===== src/rtl/wimax_pkg.sv =====
// rtl/wimax_pkg.sv - WiMAX deinterleaver constants and inverse block permutation
package wimax_pkg;
  localparam int NCBPS = 192;
  localparam int NCPC  = 2;
  localparam int S     = NCPC / 2;
  localparam int D     = 16;
  localparam int IDX_W = $clog2(NCBPS);

  // Channel-order position j -> original coded position k; int intermediates hold d*Ncbps.
  function automatic logic [IDX_W-1:0] deint_index(input logic [IDX_W-1:0] j);
    int jj;
    int m;
    int dm;
    int k;
    jj = int'(j);
    m  = S * (jj / S) + ((jj + (D * jj) / NCBPS) % S);
    dm = D * m;
    k  = dm - (NCBPS - 1) * (dm / NCBPS);
    return IDX_W'(k);
  endfunction
endpackage


===== src/rtl/deinterleaver_addr_gen.sv =====
// rtl/deinterleaver_addr_gen.sv - write counter j and its de-permuted buffer address k
module deinterleaver_addr_gen
  import wimax_pkg::*;
(
  input  logic             clk,
  input  logic             resetN,
  input  logic             advance,
  output logic [IDX_W-1:0] k,
  output logic             last_bit
);

  logic [IDX_W-1:0] j;

  always_ff @(posedge clk) begin
    if (!resetN) begin
      j <= '0;
    end else if (advance) begin
      j <= last_bit ? '0 : j + 1'b1;
    end
  end

  assign last_bit = (j == IDX_W'(NCBPS - 1));
  assign k        = deint_index(j);

endmodule


===== src/rtl/deinterleaver.sv =====
// rtl/deinterleaver.sv - WiMAX receive block deinterleaver, one bit in / one bit out per cycle
// DEINT_PINGPONG_EN selects two ping-pong banks; otherwise one bank alternates fill and drain.
module deinterleaver
  import wimax_pkg::*;
(
  input  logic             clk,
  input  logic             resetN,
  input  logic             data_in,
  input  logic             valid_demod,
  output logic             ready_deinterleaver,
  input  logic             ready_fec,
  output logic             data_out,
  output logic [IDX_W-1:0] data_out_index,
  output logic             valid_deinterleaver
);

  logic [NCBPS-1:0] bank_mem [2];
  logic [1:0]       full;
  logic             wr_bank;
  logic             rd_bank;
  logic [IDX_W-1:0] wr_k;
  logic [IDX_W-1:0] rd_cnt;
  logic             last_bit;
  logic             rd_last;
  logic             wr_fire;
  logic             rd_fire;

  // Ready and valid come only from registered flags, so there is no ready-to-ready path.
  assign ready_deinterleaver = !full[wr_bank];
  assign valid_deinterleaver = full[rd_bank];
  assign wr_fire             = valid_demod && ready_deinterleaver;
  assign rd_fire             = valid_deinterleaver && ready_fec;
  assign rd_last             = (rd_cnt == IDX_W'(NCBPS - 1));

  deinterleaver_addr_gen u_addr_gen (
    .clk      (clk),
    .resetN   (resetN),
    .advance  (wr_fire),
    .k        (wr_k),
    .last_bit (last_bit)
  );

  always_ff @(posedge clk) begin
    if (wr_fire) begin
      bank_mem[wr_bank][wr_k] <= data_in;
    end
  end

  // Buffer contents are not reset, so the output is forced low until a block is ready.
  assign data_out       = valid_deinterleaver ? bank_mem[rd_bank][rd_cnt] : 1'b0;
  assign data_out_index = rd_cnt;

  always_ff @(posedge clk) begin
    if (!resetN) begin
      full   <= '0;
      rd_cnt <= '0;
    end else begin
      if (wr_fire && last_bit) begin
        full[wr_bank] <= 1'b1;
      end
      if (rd_fire && rd_last) begin
        full[rd_bank] <= 1'b0;
      end
      if (rd_fire) begin
        rd_cnt <= rd_last ? '0 : rd_cnt + 1'b1;
      end
    end
  end

`ifdef DEINT_PINGPONG_EN
  always_ff @(posedge clk) begin
    if (!resetN) begin
      wr_bank <= 1'b0;
      rd_bank <= 1'b0;
    end else begin
      if (wr_fire && last_bit) begin
        wr_bank <= !wr_bank;
      end
      if (rd_fire && rd_last) begin
        rd_bank <= !rd_bank;
      end
    end
  end
`else
  // Single bank: write and read share bank 0, the second bank and flag are never reached.
  assign wr_bank = 1'b0;
  assign rd_bank = 1'b0;
`endif

endmodule


===== config.mk =====
export PLATFORM = sky130hd
export DESIGN_NAME = deinterleaver
export DESIGN_NICKNAME = d
export VERILOG_FILES = /design/src/rtl/wimax_pkg.sv /design/src/rtl/deinterleaver_addr_gen.sv /design/src/rtl/deinterleaver.sv
export SDC_FILE = /design/constraint.sdc
export NUM_CORES = 1
export LEC_CHECK = 0
export CAP_MARGIN = 20
export CORE_MARGIN = 3
export CORE_UTILIZATION = 40
export DETAILED_ROUTE_END_ITERATION = 7
export PLACE_DENSITY_LB_ADDON = 0.08
export SYNTH_ARGS = -nofsm -noshare
export SYNTH_HDL_FRONTEND = slang
export SYNTH_SLANG_ARGS = --single-unit

===== constraint.sdc =====
create_clock -name clk -period 9.4 [get_ports clk]
set_input_delay 1.88 -clock clk [delete_from_list [all_inputs] [get_ports clk]]
set_output_delay 1.88 -clock clk [all_outputs]
set_load 0.05 [all_outputs]

==> impl_metrics.ini, run 1 <==
[run_status]
outcome = completed

[timing]
rsz0062_at_grt = false
fin_hold_ws_ns = 0.566
worst_slew_pin_slew_ns = 1.08
hold_violations = 0
setup_violations = 0
drv_slew = 0
maxSlewHeadroom = 0.279
fin_skew_ns = 0.0155
final.setup.tns_ns = 0
max_freq_mhz = 137
min_period_ns = 7.27
worst_slack_ns = 2.13
finalCritPeriodShare = 0.774

[global_route]
grt_pass1_wl_um = 39700
track_usage = 0.179
grt_antenna_before_repair = 0
overflow = 0
grt_max_degree = 118
grt_pass1_vias = 6897

[clock_tree]
cts_buffers = 23
cts_resized = 0
cts-root-to-sink-buffers = 3
clock-sinks = 209
clockRootBuffer = clkbuf_16
post_cts_buffers = 0
clk_pin_slew_ns = 0.06
cts-htree-levels = 1
insertion_delay_ns = 0.51
cts_hold_buf = 0
cts_tree = done

[logic_synthesis]
ys.flop_type = edfxtp_1
synth_top_area_share = 0.544
yosysSeqAreaShare = 0.576
synth_edf_count = 192
syn_area_um2 = 10600
syn_nets = 885
synth_largest_area_cell = edfxtp_1
synthDistinctLibCells = 59
synth_cells = 843
yosys-top-cells-area = edfxtp_1, mux4_2, nor2_1
avgSynthCellArea_um2 = 12.6
ys_ff_latch = 209
yosysWarnings = 0
synthArstFlopShare = 0

[cells_and_area]
fin_nets = 881
drive_gt1_frac = 0.107
area_growth_pct = 10.4
fill_cells = 2318
diodes = 0
fin_util = 0.457

[place]
dp_slack_ns = 2.09
gp_congestion = 0.851
dpl.hpwl_um = 17100
port_buffers = 15

[pwr]
pwr-share-clk = 0.435
powerDensity_nw_per_um2 = 168
p_int_uw = 1550
p_leak_uw = 0.00376
p_comb_frac = 0.046
switching_share = 0.211
netSwitchingPower_uw = 414
peakVddDrop_mv = 0.124
pwr-share-seq = 0.519

[die]
io-pin-count = 16
fp.dieW_um = 169
start_util = 0.414
die_y_um = 169
rows = 58
dieArea_um2 = 28500
core_um2 = 25600

[critical_path]
cp_top_family = adder cells
crit_arrival_ns = 7.49
worstPathCellList = ha_1 > nor3b_1 > o21ai_0 > a21oi_1 > a2bb2oi_1 > a22o_1 > inv_6 > fa_1 > inv_1 > fa_1 > ha_1 > fa_1 > inv_1 > fa_1 > ha_1 > a21boi_1 > o21ai_0 > nand3_1 > mux2i_4 > nor2b_1
endpoint_kind = flip-flop
crit_type = reg -> reg
crit_path_start_kind = flip-flop
critPathRequiredTime_ns = 9.62
crit_top_cell = fa_1
cp_num_buf_inv = 3
cpMaxStageDelayCell = mux2i_4
crit_fanout = 32
cpPeakStageDelay_ns = 0.73

[routing]
vias_per_cell = 5.53
drt-total-wl_um = 25100
dr_total_vias = 6564
ant_nets = 0
drc = 0
wire_per_inst_um = 21.1
drt-pass1-iter-count = 5
drt_iter0_markers = 541

[worst_hold_path]
min_path_type = reg -> reg

[job]
drv_cap = 0
## routing by layer
layer  GRT usage  share of wire  vias up  wire [µm]
li1            -              -     3044          -
met2       0.316           0.51      140      12700
met5           0              0        -          0
met3      0.0206          0.034       44        840
met4      0.0430          0.024        0        592
met1       0.237           0.44     3336      10900
## final cells by class
| type | count | area (µm²) | share of cell area |
|---|---|---|---|
| Multi-Input combinational cell | 552 | 4060 | 0.347 |
| Inverter | 27 | 106 | 0.00909 |
| Timing Repair Buffer | 26 | 298 | 0.0254 |
| Sequential cell | 209 | 6110 | 0.522 |
| Clock inverter | 13 | 116 | 0.00994 |
| Tap cell | 330 | 413 | 0.0353 |
| Clock buffer | 29 | 598 | 0.0511 |
## state kept, by name, indices dropped and copies added, names as in the netlist
register / cells
u_addr_gen.j: 8
bank_mem: 192
full: 1
data_out_index: 8
## cells in the final DEF, fill, tap and decap left out, drive strengths merged, types with 8 or more instances in the layout
cell	instances
a22oi	9
nor2b	13
mux2i	37
clkdlybuf4s50	14
fa	10
inv	28
nor2	163
ha	27
nor3	49
mux4	32
a21oi	24
and2	9
clkinv	9
dfxtp	17
a221oi	9
xor2	8
edfxtp	192
xnor2	14
nand2	48
clkbuf	29
buf	12
o21ai	14
and2b	30
## power by group through the flow
stage                     Combinational (µW)  Sequential (µW)  Clock [µW]
after floorplan                         55.6             1040           0
after global placement                  78.0             1040           0
after detailed placement                91.3             1040           0
after CTS                               91.3             1020         873
after global routing                    99.0             1020         912
final                                   90.7             1020         853
## per-stage QoR
stage          instance area [µm²]  instances  power [µW]
2_1_floorplan                10600        843        1090
5_1_grt                      11700       1186        2030
6_report                     11700       1186        1960
3_3_place_gp                 10900       1140        1110
4_1_cts                      11700       1185        1980
3_5_place_dp                 11000       1143        1130
## tightest hold or removal path, cell delays in order, from the launching register on
cell     delay [ns]
dfxtp_1        0.37
xnor2_1        0.09
nor2_1         0.07
## final timing paths
path | endpoint | cells after the start | slack, ns | from
worst max register to register | bank_mem[0][96] | 20 | 2.13 | u_addr_gen.j[6]
worst min-delay path | data_out_index[3] | 2 | 0.57 | data_out_index[3]
worst min register to register | data_out_index[3] | 2 | 0.57 | data_out_index[3]
worst max-delay path | bank_mem[0][96] | 20 | 2.13 | u_addr_gen.j[6]
## kinds of logic (layout without fill, tap and decap cells)
| logic type | after synthesis | after routing | share of synthesized area |
|---|---|---|---|
| AND/OR/NAND/NOR | 346 | 346 | 0.154 |
| AO/OA/AOI/OAI | 77 | 77 | 0.0492 |
| buffers and inverters | 82 | 95 | 0.0412 |
| flip-flops | 209 | 209 | 0.576 |
| adder cells (fa/ha/maj) | 38 | 38 | 0.0517 |
| multiplexers | 69 | 69 | 0.109 |
| XOR/XNOR | 22 | 22 | 0.0189 |
## synth_stat cells, types with 9 or more instances
| cell type | count |
|---|---|
| a22oi_1 | 9 |
| fa_1 | 10 |
| nand2_1 | 48 |
| nor3_1 | 47 |
| nor2b_1 | 13 |
| a221oi_1 | 9 |
| o21ai_0 | 9 |
| and2_1 | 9 |
| clkbuf_1 | 17 |
| and2b_1 | 30 |
| edfxtp_1 | 192 |
| dfxtp_1 | 17 |
| mux4_2 | 32 |
| xnor2_1 | 13 |
| buf_6 | 10 |
| ha_1 | 27 |
| mux2i_1 | 32 |
| inv_1 | 26 |
| a21oi_1 | 22 |
| buf_2 | 15 |
| nor2_1 | 163 |
No activity file was read; power rests on OpenSTA's default activity.
==> inputs of run 2 (changes only) <==
==> constraint.sdc (replaced) <==
create_clock -name clk -period 6.8 [get_ports clk]
set_input_delay 1.36 -clock clk [delete_from_list [all_inputs] [get_ports clk]]
set_output_delay 1.36 -clock clk [all_outputs]
set_load 0.05 [all_outputs]
==> run 2 against run 1 <==
Non-clock buffer count up 10. Register-to-register slack worse by 1.7 ns. Global-route usage up 0.42 points. Critical endpoint unchanged. First-iteration DRC count up 1.3%.
==> impl_metrics.ini, run 2 (same netlist as run 1, synthesis figures left out) <==
[die]
start_util = 0.414
dieArea_um2 = 28500
io-pin-count = 16
die_y_um = 169
fp.dieW_um = 169
rows = 58
core_um2 = 25600

[cells_and_area]
drive_gt1_frac = 0.124
seqCellArea_um2 = 6110
largest_reg_flops = 192
diodes = 0
fin_util = 0.465
final_cell_mix = edfxtp_1, nor2_1, nand2_1
top_register = bank_mem
fin_nets = 893
fill_cells = 2340
multiInputGateArea_um2 = 4100
instances_no_fill = 1199
stdcell_area_um2 = 11900
layout_commonest_cell = edfxtp_1
area_growth_pct = 12.3

[run_status]
outcome = completed

[clock_tree]
cts-htree-levels = 1
clk_pin_slew_ns = 0.06
cts_buffers = 24
cts_tree = done
cts-root-to-sink-buffers = 3
insertion_delay_ns = 0.52
clockRootBuffer = clkbuf_16
clock-sinks = 209

[routing]
drt-pass1-iter-count = 5
wire_per_inst_um = 21.7
drc = 0
drt-total-wl_um = 26000
drt_iter0_markers = 548
vias_per_cell = 5.51
dr_total_vias = 6610
ant_nets = 0

[critical_path]
cpPeakStageDelay_ns = 0.55
cp_top_family = adder cells
crit_path_start_kind = flip-flop
crit_type = reg -> reg
cpMaxStageDelayCell = fa_1
critPathRequiredTime_ns = 7.02
crit_arrival_ns = 6.63
worstPathCellList = ha_1 > nor3b_1 > o21ai_0 > a21oi_1 > a2bb2oi_1 > a22o_1 > inv_6 > fa_1 > inv_1 > fa_1 > ha_1 > fa_1 > inv_1 > fa_1 > ha_1 > a21boi_1 > nor3_1 > o21ai_1 > mux2i_4 > buf_4 > nor2b_1
cp_num_buf_inv = 4
crit_fanout = 32
endpoint_kind = flip-flop
crit_top_cell = fa_1

[timing]
worst_slew_pin_slew_ns = 0.936
rsz0062_at_grt = false
min_period_ns = 6.41
maxSlewHeadroom = 0.376
final.setup.tns_ns = 0
setup_violations = 0
finalCritPeriodShare = 0.943
fin_skew_ns = 0.00945
worst_slack_ns = 0.388
max_freq_mhz = 156
drv_slew = 0
hold_violations = 0

[global_route]
grt_pass1_vias = 6857
grt_antenna_before_repair = 0
track_usage = 0.183
grt_pass1_wl_um = 40100
overflow = 0
grt_max_degree = 107

[place]
dp.cells = 1147
dp_slack_ns = 0.00758
gp_congestion = 0.853
port_buffers = 15
dpl.hpwl_um = 16700
place_area_um2 = 10900

[pwr]
peakVddDrop_mv = 0.156
powerDensity_nw_per_um2 = 238
p_leak_uw = 0.00387

[job]
drv_cap = 0

[worst_hold_path]
min_path_type = reg -> reg
-- run 2: cell type report --
cell class / instances / area share
clock buffer: 27 / 0.0532
sequential: 209 / 0.513
multi-input combinational: 553 / 0.344
timing repair buffer: 36 / 0.0328
tap: 330 / 0.0347
clock inverter: 17 / 0.0132
inverter: 27 / 0.00893
-- run 2: worst reg2reg max path: stages, from the launching register on --
cell       delay [ns]
dfxtp_2          0.45
ha_1             0.31
nor3b_1          0.17
o21ai_0          0.10
a21oi_1          0.25
a2bb2oi_1        0.20
a22o_1           0.28
inv_6            0.11
fa_1             0.38
inv_1            0.14
fa_1             0.43
ha_1             0.31
fa_1             0.55
inv_1            0.06
fa_1             0.45
ha_1             0.35
a21boi_1         0.18
nor3_1           0.51
o21ai_1          0.18
mux2i_4          0.16
buf_4            0.35
nor2b_1          0.21
-- run 2: worst paths after layout --
check                      end         startpoint  cells after the start  slack, ns
max            bank_mem[0][96]    u_addr_gen.j[7]                     21       0.39
min          data_out_index[7]  data_out_index[7]                      2       0.56
max reg2reg    bank_mem[0][96]    u_addr_gen.j[7]                     21       0.39
min reg2reg  data_out_index[7]  data_out_index[7]                      2       0.56
-- run 2: what timing repair did --
| action | in CTS | in global routing |
|---|---|---|
| setup buffers | 0 | 4 |
| hold buffers | 0 | 0 |
| setup endpoints to repair | 0 | 177 |
| resized for setup | 0 | 5 |
-- run 2: power by group --
part	internal, µW	switching, µW
sequential	1400	2.18
combinational	41.5	92.7
clock	780	510
total	2230	604
-- run 2: through the flow --
stage / hold WS [ns] / power, µW
detailed placement: 0.553 / 1550
CTS: 0.564 / 2840
global route: 0.579 / 2920
global placement: 0.543 / 1540
finish: 0.561 / 2830
floorplan: 0.556 / 1510
-- run 2: per-layer routing --
layer	wire [µm]	up-vias	track usage	part of all wire
met5	0	-	0	0
met4	558	0	0.0487	0.021
met3	1190	36	0.0241	0.046
met2	13000	162	0.318	0.50
met1	11300	3349	0.244	0.43
li1	-	3063	-	-
